`config.mk`:
```
export PLATFORM = sky130hd
export DESIGN_NAME = membrane_rmw_ctrl
export DESIGN_NICKNAME = d
export VERILOG_FILES = /design/src/rtl/conv_bram_pkg.sv /design/src/rtl/sat_add_thresh.sv /design/src/rtl/membrane_rmw_ctrl.sv
export SDC_FILE = /design/constraint.sdc
export NUM_CORES = 1
export LEC_CHECK = 0
export ABC_CLOCK_PERIOD_IN_PS = 13740
export BUFFER_PORTS_ARGS = -buffer_cell sky130_fd_sc_hd__buf_2
export CORE_ASPECT_RATIO = 1.1
export CORE_MARGIN = 5
export CORE_UTILIZATION = 59
export DETAILED_ROUTE_END_ITERATION = 10
export HOLD_SLACK_MARGIN = 0.02
export PLACE_DENSITY = 0.87
export SLEW_MARGIN = 30
export SYNTH_ARGS = -nofsm -noshare
export SYNTH_HDL_FRONTEND = slang
export SYNTH_SLANG_ARGS = --single-unit
```
`constraint.sdc`:
```
create_clock -name clk -period 13.74 [get_ports clk]
set_clock_uncertainty 0.05 [all_clocks]
set_input_delay 1.374 -clock clk [delete_from_list [all_inputs] [get_ports clk]]
set_output_delay 1.374 -clock clk [all_outputs]
set_load 0.02 [all_outputs]
```
`src/rtl/conv_bram_pkg.sv`:
```
// ---------------------------------------------------------------------------
// conv_bram_pkg
// Shared types and constants for the membrane-potential read-modify-write
// controller of the convolution stage.
//   DATA_W / ADDR_W : default word and address widths of the membrane RAM.
//   SAT_MAX/SAT_MIN : saturation bounds of a signed DATA_W word.
//   rmw_state_t     : controller mode (RUN, DRAIN, CLEAR).
//   stage_t         : one pipeline stage record {valid, addr, value}.
// ---------------------------------------------------------------------------
package conv_bram_pkg;

    localparam int DATA_W = 16;
    localparam int ADDR_W = 11;

    localparam logic signed [DATA_W-1:0] SAT_MAX = {1'b0, {(DATA_W-1){1'b1}}};
    localparam logic signed [DATA_W-1:0] SAT_MIN = {1'b1, {(DATA_W-1){1'b0}}};

    typedef enum logic [1:0] {
        RUN   = 2'd0,
        DRAIN = 2'd1,
        CLEAR = 2'd2
    } rmw_state_t;

    typedef struct packed {
        logic                     valid;
        logic [ADDR_W-1:0]        addr;
        logic signed [DATA_W-1:0] value;
    } stage_t;

endpackage

```
`src/rtl/sat_add_thresh.sv`:
```
// ---------------------------------------------------------------------------
// sat_add_thresh
// Combinational saturating add of a membrane word and a signed delta,
// followed by the firing-threshold compare.
//   base      in  : current membrane potential (signed)
//   delta     in  : signed increment
//   threshold in  : signed firing threshold
//   value     out : word to store (0 after a spike, else the saturated sum)
//   spike     out : saturated sum reached the threshold
// ---------------------------------------------------------------------------
module sat_add_thresh
    import conv_bram_pkg::*;
#(
    parameter int DATA_WIDTH = DATA_W
) (
    input  logic signed [DATA_WIDTH-1:0] base,
    input  logic signed [DATA_WIDTH-1:0] delta,
    input  logic signed [DATA_WIDTH-1:0] threshold,
    output logic signed [DATA_WIDTH-1:0] value,
    output logic                         spike
);

    logic signed [DATA_WIDTH:0]   sum;
    logic signed [DATA_WIDTH-1:0] sat_sum;

    always_comb begin
        // One guard bit is enough for the sum of two signed words; the two
        // top bits disagree exactly when the true result left the word range.
        sum = {base[DATA_WIDTH-1], base} + {delta[DATA_WIDTH-1], delta};
        if (sum[DATA_WIDTH] != sum[DATA_WIDTH-1]) begin
            sat_sum = sum[DATA_WIDTH] ? SAT_MIN : SAT_MAX;
        end else begin
            sat_sum = sum[DATA_WIDTH-1:0];
        end
        spike = (sat_sum >= threshold);
        value = spike ? '0 : sat_sum;
    end

endmodule

```
`src/rtl/membrane_rmw_ctrl.sv`:
```
// ---------------------------------------------------------------------------
// membrane_rmw_ctrl
// Owns both ports of the dual-port membrane RAM. Each accepted request reads
// the word on port A, adds the delta with saturation, compares against the
// threshold and writes the result back on port B two cycles later. Results
// still in flight are forwarded so back-to-back updates of one neuron see
// each other. A clear pulse drains the pipeline and then zeroes every word.
//
// Ports
//   clk, rst_n                 : clock (shared with the RAM), async reset
//   req_valid/req_ready        : request handshake
//   req_addr, req_delta        : neuron address and signed increment
//   cfg_threshold              : firing threshold, used in the S1 cycle
//   clear_start / clear_done   : start pulse / completion pulse of the sweep
//   out_valid/out_addr/out_spike : per-request result (no backpressure)
//   en_a, we_a, addr_a, data_out_a : RAM port A (read only, 1-cycle latency)
//   en_b, we_b, addr_b, data_in_b  : RAM port B (write only)
//
// The stage records use the package widths, so DATA_WIDTH and ADDR_WIDTH
// must stay equal to conv_bram_pkg::DATA_W / ADDR_W.
// ---------------------------------------------------------------------------
module membrane_rmw_ctrl
    import conv_bram_pkg::*;
#(
    parameter int DATA_WIDTH = DATA_W,
    parameter int ADDR_WIDTH = ADDR_W
) (
    input  logic                         clk,
    input  logic                         rst_n,
    input  logic                         req_valid,
    output logic                         req_ready,
    input  logic [ADDR_WIDTH-1:0]        req_addr,
    input  logic signed [DATA_WIDTH-1:0] req_delta,
    input  logic signed [DATA_WIDTH-1:0] cfg_threshold,
    input  logic                         clear_start,
    output logic                         clear_done,
    output logic                         out_valid,
    output logic [ADDR_WIDTH-1:0]        out_addr,
    output logic                         out_spike,
    output logic                         en_a,
    output logic                         we_a,
    output logic [ADDR_WIDTH-1:0]        addr_a,
    input  logic [DATA_WIDTH-1:0]        data_out_a,
    output logic                         en_b,
    output logic                         we_b,
    output logic [ADDR_WIDTH-1:0]        addr_b,
    output logic [DATA_WIDTH-1:0]        data_in_b
);

    rmw_state_t state, state_next;

    logic ready_q;
    logic done_q;
    logic accept;
    logic in_clear;
    logic clr_last;

    logic [ADDR_WIDTH-1:0] clr_addr;

    // S1: request whose RAM read is returning this cycle.
    logic                         s1_valid;
    logic [ADDR_WIDTH-1:0]        s1_addr;
    logic signed [DATA_WIDTH-1:0] s1_delta;

    // S2: word being written now; S3: word written in the previous cycle,
    // kept because the RAM read issued alongside that write saw old data.
    stage_t s2;
    stage_t s3;
    logic   s2_spike;

    logic signed [DATA_WIDTH-1:0] base;
    logic signed [DATA_WIDTH-1:0] wr_value;
    logic                         spike;

    assign accept   = req_valid && ready_q;
    assign in_clear = (state == CLEAR);
    assign clr_last = (clr_addr == '1);

    // ------------------------------------------------------------------
    // Mode control
    // ------------------------------------------------------------------
    always_comb begin
        // NOTE: every variable assigned here gets a default first, so no
        // path leaves it unassigned and no latch is inferred.
        state_next = state;
        case (state)
            RUN:     if (clear_start) state_next = DRAIN;
            // S3 empties on the same edge that S2 does, so S1/S2 empty is
            // enough to know all three stages are empty in the next cycle.
            DRAIN:   if (!s1_valid && !s2.valid) state_next = CLEAR;
            CLEAR:   if (clr_last) state_next = RUN;
            default: state_next = RUN;
        endcase
    end

    // ------------------------------------------------------------------
    // Base selection: youngest in-flight write to the same address wins.
    // ------------------------------------------------------------------
    always_comb begin
        base = $signed(data_out_a);
        if (s2.valid && (s2.addr == s1_addr)) begin
            base = s2.value;
        end else if (s3.valid && (s3.addr == s1_addr)) begin
            base = s3.value;
        end
    end

    sat_add_thresh #(
        .DATA_WIDTH (DATA_WIDTH)
    ) u_sat_add_thresh (
        .base      (base),
        .delta     (s1_delta),
        .threshold (cfg_threshold),
        .value     (wr_value),
        .spike     (spike)
    );

    // ------------------------------------------------------------------
    // Registers
    // ------------------------------------------------------------------
    // NOTE: sequential state uses non-blocking assignments so every register
    // samples the pre-edge values, independent of statement order.
    always_ff @(posedge clk or negedge rst_n) begin
        if (!rst_n) begin
            state    <= RUN;
            ready_q  <= 1'b0;
            done_q   <= 1'b0;
            clr_addr <= '0;
            s1_valid <= 1'b0;
            s1_addr  <= '0;
            s1_delta <= '0;
            s2       <= '0;
            s2_spike <= 1'b0;
            s3       <= '0;
        end else begin
            state    <= state_next;
            // Registered so it drops the cycle after clear_start and stays
            // low during reset.
            ready_q  <= (state_next == RUN);
            done_q   <= in_clear && clr_last;
            clr_addr <= in_clear ? clr_addr + ADDR_WIDTH'(1) : '0;

            s1_valid <= accept;
            s1_addr  <= req_addr;
            s1_delta <= req_delta;

            s2.valid <= s1_valid;
            s2.addr  <= s1_addr;
            s2.value <= wr_value;
            s2_spike <= spike;

            s3       <= s2;
            if (in_clear && clr_last) begin
                s3.valid <= 1'b0;
            end
        end
    end

    // ------------------------------------------------------------------
    // Outputs
    // ------------------------------------------------------------------
    assign req_ready  = ready_q;
    assign clear_done = done_q;

    assign en_a   = accept;
    assign we_a   = 1'b0;
    assign addr_a = accept ? req_addr : '0;

    // S2 is always empty during the sweep, so the two writers never collide.
    assign en_b      = in_clear || s2.valid;
    assign we_b      = in_clear || s2.valid;
    assign addr_b    = in_clear ? clr_addr : s2.addr;
    assign data_in_b = in_clear ? '0 : s2.value;

    assign out_valid = s2.valid;
    assign out_addr  = s2.addr;
    assign out_spike = s2.valid && s2_spike;

endmodule

```
==> impl_metrics.env, run 1 <==
export IMPL_status="complete, no violations"
export IMPL_netlist_instances=505
export IMPL_p_per_area_nw_per_um2=147
export IMPL_setup_tns_ns=0
export IMPL_synth_main_ff_cell="dfrtp_1"
export IMPL_vias=4054
export IMPL_yosysWarnings=0
export IMPL_die_area_um2=11000
export IMPL_r2r_slack_ns=6.63
export IMPL_final_cell_mix="buf_2, dfrtp_1, nand2_1, nor2_1, ha_1"
export IMPL_cp_end_kind="flip-flop"
export IMPL_syn_to_final_growth_pct=15.1
export IMPL_p_sw_share_pct=39.8
export IMPL_cts_num_sinks=100
export IMPL_dr_max_layer_used="met4"
export IMPL_synth_edf_count=0
export IMPL_core_area_um2=8830
export IMPL_wl_met1_mm=5.20
export IMPL_worstPathRequired_ns=13.97
export IMPL_switchingPower_uw=359
export IMPL_drc=0
export IMPL_crit_buf_inv=3
export IMPL_hold_ws_ns=0.352
export IMPL_cp_depth=26
export IMPL_worst_slew_pin_slew_ns=0.808
export IMPL_slowest_delay_ns=0.57
export IMPL_drive_above_1_share_pct=29.0
export IMPL_ff2ff_path_depth=26
export IMPL_yosysTopAreaCellShare_pct=47.0
export IMPL_grt_max_degree=59
export IMPL_met3WireLength_um=706
export IMPL_hold_viol=0
export IMPL_cp_common_cell="ha_1"
export IMPL_gp_congestion=0.865
export IMPL_startpoint_type="flip-flop"
export IMPL_overflow=0
export IMPL_final_period_utilization_pct=51.8
export IMPL_worstSkewPairLatency_ns=0.38
export IMPL_slew_violations=0
export IMPL_numCtsBuffers=9
export IMPL_met2WireLength_mm=6.69
export IMPL_grt_pass1_vias=4273
export IMPL_ys_seq_elements=100
export IMPL_r2r_end="s2[8]"
export IMPL_cp_slowest_cell="ha_1"
export IMPL_power_frac_clock_pct=20.3
export IMPL_max_clock_freq_ghz=0.141
export IMPL_relSlewSlack_pct=46.0
export IMPL_initial_utilization_pct=60.3
export IMPL_async_flop_share_pct=100
export IMPL_final_common_cell="buf_2"
export IMPL_yosysUniqueCellTypes=50
export IMPL_track_usage_pct=24.8
export IMPL_antenna_found_initial=0
export IMPL_synth_area_leaders="dfrtp_1, ha_1, mux2_2"
export IMPL_cts_setup_buffers=0
export IMPL_synth_largest_area_cell="dfrtp_1"
export IMPL_path_clk_slew_ns=0.10
export IMPL_drt_wirelength_per_cell_um=17.8
export IMPL_detail_route_antenna_nets=0
export IMPL_cp_top_family="compound AO/OA/AOI/OAI gates"
export IMPL_path_max_fanout=19
export IMPL_p_comb_share_pct=37.1
export IMPL_cts_htree_levels=3
export IMPL_r2r_start="s1_addr[3]"
export IMPL_dp_hpwl_mm=9.86
export IMPL_cts_resized=0
export IMPL_die_y_um=110
export IMPL_criticalPathCategory="reg2reg"
export IMPL_intPower_uw=542
export IMPL_crit_start="s1_addr[3]"
export IMPL_port_buffers=118
export IMPL_finalSetupViolations=0
export IMPL_drv_cap=0
export IMPL_cts_tree="yes"
export IMPL_syn_avg_cell_area_um2=10.5
export IMPL_period_minus_slack_ns=7.11
export IMPL_yosysSeqAreaShare_pct=47.0
export IMPL_drt_pass1_iter_count=4
export IMPL_cts_root_buf="clkbuf_8"
export IMPL_syn_cell_area_um2=5320
export IMPL_wirelength_mm=13.0
export IMPL_num_nets_final=712
export IMPL_rows=36
export IMPL_endpoint="s2[8]"
export IMPL_clockBufferDepth=2
export IMPL_hold_path_class="reg2reg"
export IMPL_via_per_inst=5.54
export IMPL_grt_pass1_wl_mm=21.0
export IMPL_hold_buffers=0
export IMPL_vdd_ir_drop_worst_uv=72.3
export IMPL_p_leak_nw=3.10
export IMPL_hold_depth=0
export IMPL_drt_iter0_markers=146
export IMPL_syn_nets=604
export IMPL_antenna_cells=0
export IMPL_crit_arrival_ns=7.34
export IMPL_power_sequential_fraction_pct=42.6
export IMPL_io_pins=120
export IMPL_fp_dieW_um=101
export IMPL_rsz0062_at_grt="false"
[per-stage QoR]
stage          setup WS (ns)  cells  cell area, um2  total power [mW]  utilization [%]
6_report                6.63    732            6130             0.901             69.4
3_5_place_dp            6.64    716            5930             0.723             67.2
4_1_cts                 6.67    732            6130             0.906             69.4
5_1_grt                 6.16    732            6130             0.957             69.4
3_3_place_gp            6.82    716            5930             0.708             67.2
2_1_floorplan           7.51    505            5320             0.607                -
[cell type report]
cell class                      count  area [um2]
Clock buffer                       10         138
Clock inverter                      6        57.6
Fill cell                         697        2700
Inverter                           25        93.8
Multi-Input combinational cell    354        2560
Sequential cell                   100        2500
Tap cell                          114         143
Timing Repair Buffer              123         631
[power by group through the flow]
| stage | combinational (mW) | clock (mW) | sequential (mW) |
|---|---|---|---|
| finish | 0.334 | 0.183 | 0.384 |
| detailed placement | 0.333 | 0 | 0.390 |
| global placement | 0.322 | 0 | 0.385 |
| CTS | 0.335 | 0.187 | 0.384 |
| global route | 0.365 | 0.200 | 0.392 |
| floorplan | 0.231 | 0 | 0.376 |
[cells by family after synthesis]
logic type / synth area share, %
other: 0.0705
buffers and inverters: 4.82
xor gates and xnor gates: 6.42
DFF: 47.0
adders and majority gates: 8.61
AOI/OAI and AO/OA: 10.1
and+or+nand+nor: 15.6
muxes: 7.34
[routing by layer]
metal  vias up  track usage, %
met1      1945            30.2
met4         0            12.1
met5         -               0
met3        33            4.31
li1       1943               -
met2       133            42.8
[worst min path at each step]
stage	startpoint	end	slack, ns
after floorplan	s1_valid	out_valid	0.30
after global placement	s2[5]	s3[5]	0.32
after detailed placement	s2[9]	s3[9]	0.33
after CTS	s2[5]	s3[5]	0.35
after global routing	s2[5]	s3[5]	0.37
final	s2[5]	s3[5]	0.35
[cell usage after synthesis, drive strengths merged (2+ instances only)]
master  instances
a211oi          7
a21o            4
a21oi          20
a31oi           2
and2           20
and3           17
and4            2
buf            17
clkbuf          9
dfrtp         100
ha             35
inv            25
mux2           32
mux2i           3
nand2          53
nand2b          5
nand3           6
nand4          11
nor2           35
nor2b           5
nor3            9
o211ai          5
o21a            8
o21ai          15
o21bai          4
xnor2          30
xor2            9
[flip-flops by register name (all words and copies together) (netlist names)]
signal	count
out_valid	1
s3	28
clear_done	1
s2	16
s1_valid	1
s1_delta	16
req_ready	1
out_addr	11
clr_addr	11
s2_spike	1
s1_addr	11
state	2
(Power assumes the default switching activity.)
==> inputs of run 2 (changes only) <==
--- a/config.mk
+++ b/config.mk
@@ -5,14 +5,14 @@
 export SDC_FILE = /design/constraint.sdc
 export NUM_CORES = 1
 export LEC_CHECK = 0
-export ABC_CLOCK_PERIOD_IN_PS = 13740
+export ABC_CLOCK_PERIOD_IN_PS = 6000
 export BUFFER_PORTS_ARGS = -buffer_cell sky130_fd_sc_hd__buf_2
 export CORE_ASPECT_RATIO = 1.1
 export CORE_MARGIN = 5
-export CORE_UTILIZATION = 59
+export CORE_UTILIZATION = 49
 export DETAILED_ROUTE_END_ITERATION = 10
 export HOLD_SLACK_MARGIN = 0.02
-export PLACE_DENSITY = 0.87
+export PLACE_DENSITY = 0.77
 export SLEW_MARGIN = 30
 export SYNTH_ARGS = -nofsm -noshare
 export SYNTH_HDL_FRONTEND = slang
==> constraint.sdc (replaced) <==
create_clock -name clk -period 6 [get_ports clk]
set_clock_uncertainty 0.05 [all_clocks]
set_input_delay 0.6 -clock clk [delete_from_list [all_inputs] [get_ports clk]]
set_output_delay 0.6 -clock clk [all_outputs]
set_load 0.02 [all_outputs]
==> run 2 against run 1 <==
Effect of this change: the run now ends with negative setup slack left; via count up 7.4%; final area up 14%; worst hold slack worse by 0.12 ns; clock power rose to 3.0 times the previous value; core utilization down 4.5 points; die area up 18%.
==> impl_metrics.env, run 2 (synthesis results as in run 1) <==
export IMPL_relSlewSlack_pct=44.9
export IMPL_die_area_um2=13000
export IMPL_criticalPathCategory="reg2reg"
export IMPL_period_minus_slack_ns=6.09
export IMPL_die_y_um=119
export IMPL_final_common_cell="buf_2"
export IMPL_startpoint_type="flip-flop"
export IMPL_drv_cap=0
export IMPL_regMostFlops="s3"
export IMPL_setup_tns_ns=-0.241
export IMPL_final_period_utilization_pct=101
export IMPL_grt_pass1_wl_mm=22.1
export IMPL_cts_num_sinks=100
export IMPL_postLayoutSetupSlackWorst_ns=-0.0875
export IMPL_crit_arrival_ns=6.29
export IMPL_cp_slowest_cell="dfrtp_1"
export IMPL_cts_htree_levels=3
export IMPL_slowest_delay_ns=0.42
export IMPL_hold_viol=0
export IMPL_violations="negative setup slack"
export IMPL_p_leak_nw=3.43
export IMPL_grt_pass1_vias=4442
export IMPL_initial_utilization_pct=49.5
export IMPL_syn_to_final_growth_pct=31.2
export IMPL_cts_tree="yes"
export IMPL_gp_congestion=0.879
export IMPL_port_buffers=118
export IMPL_finalSetupViolations=5
export IMPL_clockBufferDepth=2
export IMPL_drive_above_1_share_pct=39.7
export IMPL_worstPathRequired_ns=6.21
export IMPL_place_ws_ns=-0.404
export IMPL_rows=40
export IMPL_worst_slew_pin_slew_ns=0.825
export IMPL_track_usage_pct=21.8
export IMPL_final_cell_mix="buf_2, dfrtp_1, nand2_1, buf_4, nor2_1"
export IMPL_via_per_inst=5.40
export IMPL_dp_hpwl_mm=10.1
export IMPL_slew_violations=0
export IMPL_reg_top3="s3 x28, s1_delta x16, s2 x16"
export IMPL_hold_buffers=0
export IMPL_num_nets_final=753
export IMPL_rsz0062_at_grt="true"
export IMPL_vdd_ir_drop_worst_uv=169
export IMPL_cts_root_buf="clkbuf_16"
export IMPL_r2r_start="s1_addr[8]"
export IMPL_drc=0
export IMPL_io_pins=120
export IMPL_overflow=0
export IMPL_antenna_found_initial=1
export IMPL_grt_max_degree=52
export IMPL_path_clk_slew_ns=0.07
export IMPL_drt_pass1_iter_count=4
export IMPL_crit_start="s1_addr[8]"
export IMPL_largest_reg_flops=28
export IMPL_hold_path_class="in2async"
export IMPL_worstSkewPairLatency_ns=0.35
export IMPL_core_area_um2=10800
export IMPL_status="finished, violations left"
export IMPL_path_max_fanout=6
export IMPL_drt_iter0_markers=257
export IMPL_wirelength_mm=14.4
export IMPL_vias=4352
export IMPL_max_clock_freq_ghz=0.164
export IMPL_cp_end_kind="flip-flop"
export IMPL_fp_dieW_um=109
export IMPL_drt_wirelength_per_cell_um=17.9
export IMPL_detail_route_antenna_nets=0
export IMPL_fin_util_pct=64.9
export IMPL_p_per_area_nw_per_um2=343
export IMPL_nFillCells=839
export IMPL_numCtsBuffers=9
==> run 2: path summary, 6_finish.rpt <==
kind / endpoint / slack, ns / cells after the start
setup / recovery: s2[8] / -0.09 / 25
hold / removal: out_addr[6] / 0.23 / 1
setup reg to reg: s2[8] / -0.09 / 25
hold reg to reg: out_valid / 0.32 / 0
max in group asynchronous: s3[7] / 4.59 / 2
min in group clk: s1_delta[14] / 0.31 / 1
==> run 2: report_power, final <==
| part | switching [mW] | internal, mW | leakage (nW) |
|---|---|---|---|
| clock | 0.270 | 0.287 | 0.135 |
| sequential | 0.0891 | 0.794 | 1.25 |
| combinational | 0.562 | 0.391 | 2.05 |
| total | 0.921 | 1.47 | 3.43 |
==> run 2: repair_timing <==
item | in CTS | in global routing
gates cloned | 2 | 0
buffers inserted | 16 | 12
pin swaps | 18 | 24
resized for setup | 24 | 43
setup endpoints to repair | 17 | 17
==> run 2: final cells by class <==
class | instances | area, um2 | share of cell area, %
diodes | 1 | 2.50 | 0.0358
clock buffers | 9 | 225 | 3.23
clock inverters | 6 | 53.8 | 0.771
inverters | 25 | 93.8 | 1.34
multi-input cells | 354 | 2900 | 41.5
flip-flops and latches | 100 | 2500 | 35.8
well taps | 147 | 184 | 2.63
repair buffers | 164 | 1020 | 14.6
==> run 2: layer usage <==
layer | vias up | routed length [um] | global-route usage, %
li1 | 2029 | - | -
met1 | 2130 | 5690 | 26.9
met2 | 160 | 7430 | 37.5
met3 | 33 | 856 | 3.14
met4 | 0 | 442 | 9.59
met5 | - | 0 | 0
==> run 2: critical path, delay by kind of cell (launching register included) <==
kind	cells	cell delay, ns
AOI/OAI and AO/OA	7	1.74
xor gates and xnor gates	2	0.29
DFF	1	0.42
adders and majority gates	3	0.89
buffers and inverters	5	0.69
and+or+nand+nor	5	1.16
muxes	3	0.76
==> run 2: through the flow <==
step	hold WS, ns	cell area [um2]	instances	power [mW]
detailed placement	0.312	6110	761	1.68
floorplan	0.254	5340	505	1.39
global placement	0.311	6110	761	1.66
finish	0.228	6980	806	2.39
global route	0.284	6980	806	2.52
CTS	0.243	6660	794	2.32
